File: src/rtl/k16_bus_defs.sv
// rtl/k16_bus_defs.sv - K16 bus widths, grant encoding and the arbiter grant function.
package k16_bus_defs;

    localparam int K16_AW = 16;
    localparam int K16_DW = 16;

    localparam logic [1:0] GNT_NONE = 2'd0;
    localparam logic [1:0] GNT_VID  = 2'd1;
    localparam logic [1:0] GNT_CPU  = 2'd2;

    // Video wins unless the CPU has waited out a full video run; nothing is granted in reset.
    function automatic logic [1:0] arb_grant(
        input logic reset,
        input logic vid_req,
        input logic cpu_req,
        input logic run_at_limit
    );
        logic [1:0] g;
        g = GNT_NONE;
        if (!reset) begin
            if (vid_req && !run_at_limit)
                g = GNT_VID;
            else if (cpu_req)
                g = GNT_CPU;
        end
        return g;
    endfunction

endpackage

File: src/rtl/k16_mem_arbiter.sv
// rtl/k16_mem_arbiter.sv - single-port RAM arbiter, VGA fetch over K16 CPU with bounded starvation.
// Optional stall counter output stall_cnt when K16_ARB_STATS_EN is defined.
module k16_mem_arbiter
    import k16_bus_defs::*;
#(
    parameter int AW          = K16_AW,
    parameter int DW          = K16_DW,
    parameter int MAX_VID_RUN = 8
) (
    input  logic          clk,
    input  logic          reset,
    input  logic          cpu_req,
    input  logic [AW-1:0] cpu_addr,
    input  logic [DW-1:0] cpu_wdata,
    input  logic          cpu_we,
    output logic          cpu_hold,
    output logic          cpu_ack,
    output logic [DW-1:0] cpu_rdata,
    input  logic          vid_req,
    input  logic [AW-1:0] vid_addr,
    output logic          vid_valid,
    output logic [DW-1:0] vid_rdata,
    output logic [AW-1:0] mem_addr,
    output logic [DW-1:0] mem_wdata,
    output logic          mem_we,
    input  logic [DW-1:0] mem_rdata
`ifdef K16_ARB_STATS_EN
    ,
    output logic [31:0]   stall_cnt
`endif
);

    localparam logic [7:0] RUN_LIMIT = 8'(MAX_VID_RUN);

    logic [7:0] run_cnt;
    logic       run_at_limit;
    logic [1:0] gnt;
    logic       gnt_vid;
    logic       gnt_cpu;
    logic       pend_vid;
    logic       pend_cpu;

    assign run_at_limit = cpu_req && (run_cnt == RUN_LIMIT);
    assign gnt          = arb_grant(reset, vid_req, cpu_req, run_at_limit);
    assign gnt_vid      = (gnt == GNT_VID);
    assign gnt_cpu      = (gnt == GNT_CPU);

    always_comb begin
        mem_addr  = cpu_addr;
        mem_wdata = cpu_wdata;
        mem_we    = 1'b0;
        if (gnt_vid) begin
            mem_addr = vid_addr;
        end else if (gnt_cpu) begin
            mem_we = cpu_we;
        end
    end

    assign cpu_hold = cpu_req && !gnt_cpu;

    always_ff @(posedge clk) begin
        if (reset) begin
            pend_vid <= 1'b0;
            pend_cpu <= 1'b0;
            run_cnt  <= 8'd0;
        end else begin
            pend_vid <= gnt_vid;
            pend_cpu <= gnt_cpu;
            if (gnt_cpu || !cpu_req)
                run_cnt <= 8'd0;
            else if (gnt_vid && run_cnt != RUN_LIMIT)
                run_cnt <= run_cnt + 8'd1;
        end
    end

    // Tags are masked during reset so a cycle in flight never reports completion.
    assign cpu_ack   = pend_cpu && !reset;
    assign vid_valid = pend_vid && !reset;
    assign cpu_rdata = mem_rdata;
    assign vid_rdata = mem_rdata;

`ifdef K16_ARB_STATS_EN
    always_ff @(posedge clk) begin
        if (reset)
            stall_cnt <= 32'd0;
        else if (cpu_hold)
            stall_cnt <= stall_cnt + 32'd1;
    end
`endif

endmodule

File: config.mk
export PLATFORM = sky130hd
export DESIGN_NAME = k16_mem_arbiter
export DESIGN_NICKNAME = d
export VERILOG_FILES = /design/src/rtl/k16_bus_defs.sv /design/src/rtl/k16_mem_arbiter.sv
export SDC_FILE = /design/constraint.sdc
export NUM_CORES = 1
export LEC_CHECK = 0
export ABC_AREA = 1
export CAP_MARGIN = 5
export CORE_UTILIZATION = 25
export CTS_CLUSTER_SIZE = 14
export DETAILED_ROUTE_END_ITERATION = 8
export PLACE_DENSITY = 0.77
export SLEW_MARGIN = 20
export SYNTH_ARGS = -nofsm -noshare
export SYNTH_HDL_FRONTEND = slang
export SYNTH_SLANG_ARGS = --single-unit
File: constraint.sdc
create_clock -name clk -period 1.5 [get_ports clk]
set_clock_uncertainty 0.2 [all_clocks]
set_input_delay 0.15 -clock clk [delete_from_list [all_inputs] [get_ports clk]]
set_output_delay 0.15 -clock clk [all_outputs]
set_load 0.02 [all_outputs]
==> results.py, run 1 <==
metrics = {
    "routing": {
        "routed_wire_length_per_instance_um": 10.9,
        "wl_mm": 3.36,
        "drc_errors": 0,
        "first_pass_iters": 4,
        "vias": 1283,
        "drt-vias-per-instance": 4.15,
        "ant_nets": 0,
        "drt_iter0_markers": 35,
    },
    "synth": {
        "synth_edf_count": 0,
        "synth_xor_xnor_area_share_pct": 0.713,
        "yosys.area.top_type": "buf_4",
        "yosys_register_bits": 10,
        "synth_mux_area_share_pct": 0,
        "synth_top_area_share_pct": 29.3,
        "synthTopCellsByCount": "nand2_1, buf_4, nor2_1",
        "synth_nets": 270,
        "synth.distinct_cells": 22,
        "synth.area.top_cells": "buf_4, nand2_1, dfxtp_1",
        "synthCells": 199,
        "yosysMostFrequentCell": "nand2_1",
        "syn_avg_cell_area_sq_um": 6.17,
        "synthAdderAreaFrac_pct": 2.04,
        "synth_warnings": 0,
        "synth_top_family_by_area": "simple AND/OR/NAND/NOR gates",
        "netlist_area_sq_um": 1230,
        "synth-main-ff-cell": "dfxtp_1",
        "async_flop_share_pct": 0,
        "synth_compound_area_share_pct": 4.89,
        "yosysSeqAreaShare_pct": 16.3,
        "synth_simple_gate_area_share_pct": 38.2,
    },
    "finish": {
        "fillCellCount": 452,
        "multiInputGateArea_sq_um": 907,
        "nets": 314,
        "fin_area_sq_um": 2130,
        "drive_gt1_share_pct": 48.3,
        "syn_to_final_growth_pct": 73.2,
        "n_antenna_cell": 0,
        "ff_latch_area_sq_um": 203,
    },
    "sta": {
        "max_slew_margin_pct": 78.7,
        "setup_ws_ns": -0.516,
        "setup-tns-final_ns": -12.75,
        "period_share_pct": 134,
        "finalSetupViolCount": 27,
        "worst_pin_slew_ns": 0.319,
        "final.min_clock_period_ns": 2.02,
        "timing.fmax_mhz": 496,
        "finalHoldViolCount": 0,
        "final_max_slew_viol_count": 0,
        "rsz0062_at_grt": "yes",
    },
    "critical_path": {
        "critPathCaptureType": "output pin",
        "critPathLaunchType": "flip-flop",
        "worstSetupPathType": "reg2out",
        "arrival_ns": 1.67,
        "worstPathMaxFanout": 8,
        "worst_ep_required_time_ns": 1.15,
    },
    "power": {
        "leakage_nw": 0.953,
        "ir_drop_mv": 0.197,
        "cellPowerDensity_nw_per_um2": 505,
        "total_power_mw": 1.07,
    },
    "global_routing": {
        "antenna_found_initial": 0,
        "grt_pass1_vias": 1245,
        "groute.usage.overall_pct": 13.4,
        "grt_first_pass_wirelength_mm": 5.43,
        "grt_overflow": 0,
        "grt_max_degree": 9,
    },
    "clock_tree": {
        "path_clk_slew_ns": 0.05,
        "hold_buffers": 0,
        "root_buffer": "clkbuf_8",
        "cts_inserted_buffers": 3,
        "cts_sinks": 10,
        "htreeDepth": 1,
        "cts_tree": "built",
        "insertion_delay_ns": 0.24,
        "clock_path_buffers": 2,
    },
    "run_status": {
        "outcome": "finished with violations",
        "violations": "negative setup slack",
    },
    "floorplanning": {
        "coreArea_sq_um": 4720,
        "die_y_um": 72.1,
        "num_io_pins": 137,
        "die_area_sq_um": 5200,
        "die_w_um": 72.1,
        "rows": 25,
        "start_util_pct": 26.0,
    },
    "place": {
        "port_buffers": 56,
        "place.gp.congestion": 0.850,
        "post_dp_cell_area_sq_um": 1840,
        "dp_hpwl_mm": 2.42,
    },
    "worst_hold_path": {
        "hold_class": "in2out",
    },
    "job": {
        "maxCapViolCount": 0,
    },
}
[kinds of logic (layout without fill, tap and decap cells)]
| group | after synthesis | in the layout |
|---|---|---|
| and+or+nand+nor | 108 | 111 |
| buffers and inverters | 70 | 110 |
| DFF | 10 | 10 |
| AOI/OAI and AO/OA | 8 | 8 |
| adders and majority gates | 2 | 2 |
| xor gates and xnor gates | 1 | 1 |
[final cells by class]
class	instances	share of cell area, %
Tap cell	67	3.94
Multi-Input combinational cell	122	42.6
Timing Repair inverter	1	0.529
Timing Repair Buffer	86	37.1
Inverter	19	3.70
Sequential cell	10	9.52
Clock buffer	4	2.59
[worst paths after layout]
check / startpoint / to / slack (ns) / depth (start not counted)
hold / removal: cpu_wdata[1] / mem_wdata[1] / 0.10 / 0
setup reg to reg: run_cnt[0] / run_cnt[3] / -0.46 / 13
setup / recovery: run_cnt[0] / mem_addr[13] / -0.52 / 11
hold reg to reg: run_cnt[2] / run_cnt[2] / 0.39 / 3
[where the power goes]
| group | total, mW | switching (mW) | internal [mW] |
|---|---|---|---|
| clock network | 0.337 | 0.106 | 0.231 |
| logic | 0.465 | 0.224 | 0.241 |
| registers | 0.272 | 0.00146 | 0.271 |
| total | 1.07 | 0.332 | 0.743 |
[routing by layer]
| layer | GRT usage, % | routed length (um) | up-vias |
|---|---|---|---|
| li1 | - | - | 648 |
| met1 | 13.2 | 1170 | 565 |
| met2 | 25.8 | 1830 | 63 |
| met3 | 4.86 | 326 | 7 |
| met4 | 3.92 | 40 | 0 |
| met5 | 0 | 0 | - |
[placed cells by master, fill, tap and decap left out, types with 2 or more instances in the layout]
cell type	instances
dfxtp_2	2
nand2_8	2
nand2_4	29
clkdlybuf4s50_1	35
inv_2	3
nor2_4	5
nand3_1	3
inv_1	15
dfxtp_1	8
buf_6	14
nand3_4	2
nor2_1	20
buf_2	2
nand4_1	5
a21oi_2	4
clkdlybuf4s15_1	2
o211ai_1	2
nand2_1	31
buf_4	32
clkbuf_8	4
inv_8	2
nand2_2	11
[stage by stage]
| step | cells | worst slack, ns | hold WS, ns | util [%] |
|---|---|---|---|---|
| detailed placement | 293 | -0.812 | 0.100 | 39.0 |
| finish | 309 | -0.516 | 0.100 | 45.1 |
| global route | 309 | -0.597 | 0.100 | 45.1 |
| floorplan | 199 | -0.118 | 0.106 | - |
| global placement | 293 | -0.780 | 0.100 | 39.0 |
| CTS | 307 | -0.552 | 0.100 | 43.9 |
[worst max-delay path: stages (launching register included)]
cell and delay [ns]:
dfxtp_2 0.33, inv_2 0.05, ha_4 0.16, nand3_4 0.06, nor2_4 0.05, nand2_4 0.08, nand2_8 0.07, nor2_8 0.24
inv_8 0.12, nand2_4 0.10, nand2_4 0.04, buf_6 0.12
[flip-flops by register name, indices dropped and copies added, names as in the netlist]
register,cells
run_cnt,8
pend_cpu,1
pend_vid,1
[timing repair]
action | in CTS | in global routing
setup endpoints to repair | 29 | 29
pin swaps | 22 | 3
cloned | 4 | 0
gates resized for setup | 127 | 13
buffers inserted | 6 | 2
Power figures use the tool's default switching activity.
==> inputs of run 2 (changes only) <==
--- a/config.mk
+++ b/config.mk
@@ -7,10 +7,12 @@
 export LEC_CHECK = 0
 export ABC_AREA = 1
 export CAP_MARGIN = 5
-export CORE_UTILIZATION = 25
+export CELL_PAD_IN_SITES_DETAIL_PLACEMENT = 0
+export CELL_PAD_IN_SITES_GLOBAL_PLACEMENT = 2
+export CORE_UTILIZATION = 10
 export CTS_CLUSTER_SIZE = 14
 export DETAILED_ROUTE_END_ITERATION = 8
-export PLACE_DENSITY = 0.77
+export PLACE_DENSITY_LB_ADDON = 0.1
 export SLEW_MARGIN = 20
 export SYNTH_ARGS = -nofsm -noshare
 export SYNTH_HDL_FRONTEND = slang
==> results.py, run 2 (synthesized netlist as in run 1, its figures left out) <==
metrics = {
    "routing": {
        "routed_wire_length_per_instance_um": 10.6,
        "drt_iter0_markers": 19,
        "first_pass_iters": 4,
        "drc_errors": 0,
        "ant_nets": 0,
        "wl_mm": 4.10,
        "drt-vias-per-instance": 3.15,
        "vias": 1222,
    },
    "global_routing": {
        "antenna_found_initial": 0,
        "grt_overflow": 0,
        "grt_first_pass_wirelength_mm": 6.57,
        "grtUsageMet3_pct": 3.00,
        "grt_max_degree": 17,
        "groute.usage.overall_pct": 6.70,
        "grt.busiest_layer": "met2",
        "grt_use_met2_pct": 11.1,
        "grt_pass1_vias": 1340,
        "grt_use_met1_pct": 7.47,
    },
    "sta": {
        "finalHoldViolCount": 0,
        "final_max_slew_viol_count": 0,
        "worst_pin_slew_ns": 0.264,
        "setup_ws_ns": -0.560,
        "period_share_pct": 137,
        "setup-tns-final_ns": -12.11,
        "finalSetupViolCount": 27,
        "rsz0062_at_grt": "yes",
        "final.min_clock_period_ns": 2.06,
        "timing.fmax_mhz": 485,
        "max_slew_margin_pct": 82.4,
        "finalHoldWorstSlack_ns": 0.100,
    },
    "floorplanning": {
        "coreArea_sq_um": 12000,
        "rows": 40,
        "num_io_pins": 137,
        "die_y_um": 113,
        "die_w_um": 113,
        "die_area_sq_um": 12700,
        "start_util_pct": 10.2,
    },
    "place": {
        "dp_hpwl_mm": 3.27,
        "pre_cts_slack_ns": -0.849,
        "dpl.cell_count": 374,
        "port_buffers": 56,
        "place.gp.congestion": 0.622,
    },
    "clock_tree": {
        "path_clk_slew_ns": 0.05,
        "root_buffer": "clkbuf_16",
        "cts_inserted_buffers": 3,
        "insertion_delay_ns": 0.24,
        "hold_buffers": 0,
        "clock_path_buffers": 2,
        "htreeDepth": 1,
        "cts_sinks": 10,
        "cts_tree": "built",
    },
    "job": {
        "maxCapViolCount": 0,
    },
    "critical_path": {
        "critPathCaptureType": "output pin",
        "critPathLaunchType": "flip-flop",
        "worst_ep_required_time_ns": 1.15,
        "worstSetupPathType": "reg2out",
        "max_stage_delay_ns": 0.32,
        "cp_cell_sequence": "inv_2 > ha_4 > nand3_4 > nor2_4 > nand2_2 > nand2_4 > nor2_8 > buf_12 > buf_16 > nand2_4 > nand2_2 > buf_6",
        "worstPathMaxFanout": 7,
        "slowest_stage": "dfxtp_2",
        "arrival_ns": 1.71,
    },
    "run_status": {
        "violations": "negative setup slack",
        "outcome": "finished with violations",
    },
    "worst_hold_path": {
        "hold_class": "in2out",
    },
    "finish": {
        "final_cell_mix": "clkdlybuf4s50_1, buf_4, nand2_4",
        "largest_reg_flops": 8,
        "top_register": "run_cnt",
        "largestRegisters": "run_cnt (8), pend_cpu (1), pend_vid (1)",
        "ff_latch_area_sq_um": 203,
        "n_antenna_cell": 0,
        "fin_cells": 388,
        "syn_to_final_growth_pct": 91.5,
        "fillCellCount": 1357,
        "drive_gt1_share_pct": 51.0,
        "multiInputGateArea_sq_um": 901,
        "nets": 313,
        "final_common_cell": "clkdlybuf4s50_1",
    },
    "power": {
        "cellPowerDensity_nw_per_um2": 557,
        "leakage_nw": 1.05,
        "ir_drop_mv": 0.218,
    },
}
[run 2: cell type report]
class	instances	share of cell area (%)
inverter	19	3.72
tap	147	7.81
timing repair buffer	89	37.8
sequential	10	8.61
clock buffer	4	3.77
multi-input combinational	119	38.3
[run 2: layer usage]
layer / vias up / part of all wire [%]
met1: 529 / 40
met5: - / 0
met4: 0 / 1.3
met3: 6 / 12
li1: 643 / -
met2: 44 / 46
[run 2: worst max-delay path, delay by kind of cell, from the launching register on]
family / cells / cell delay, ns
flops: 1 / 0.32
fa+ha+maj: 1 / 0.16
buf+inv: 4 / 0.47
simple gates: 7 / 0.51
[run 2: repair_timing]
item,in CTS,in global routing
hold endpoints to repair,0,0
gates resized for setup,128,21
pin swaps,5,4
endpoints found under the setup margin,29,28
buffers inserted,4,4
gates cloned,2,0
[run 2: report_power, final]
part | leakage, nW | internal (mW) | switching (mW) | total (mW)
Sequential | 0.0820 | 0.271 | 0.00149 | 0.272
Clock | 0.0442 | 0.404 | 0.150 | 0.554
Combinational | 0.923 | 0.260 | 0.225 | 0.485
[run 2: final timing paths]
path | from | endpoint | slack, ns | cells after the start
setup / recovery | run_cnt[0] | mem_addr[8] | -0.56 | 12
hold / removal | cpu_wdata[9] | mem_wdata[9] | 0.10 | 0
setup reg to reg | run_cnt[0] | run_cnt[0] | -0.34 | 12
hold reg to reg | run_cnt[2] | run_cnt[2] | 0.39 | 3
[run 2: per-stage QoR]
step | total power, mW | instance area, sq um | utilization (%)
final | 1.31 | 2350 | 19.6
after global routing | 1.37 | 2350 | 19.6
after CTS | 1.31 | 2230 | 18.6
after detailed placement | 0.686 | 1960 | 16.3
after global placement | 0.693 | 1960 | 16.3
after floorplan | 0.656 | 1440 | -
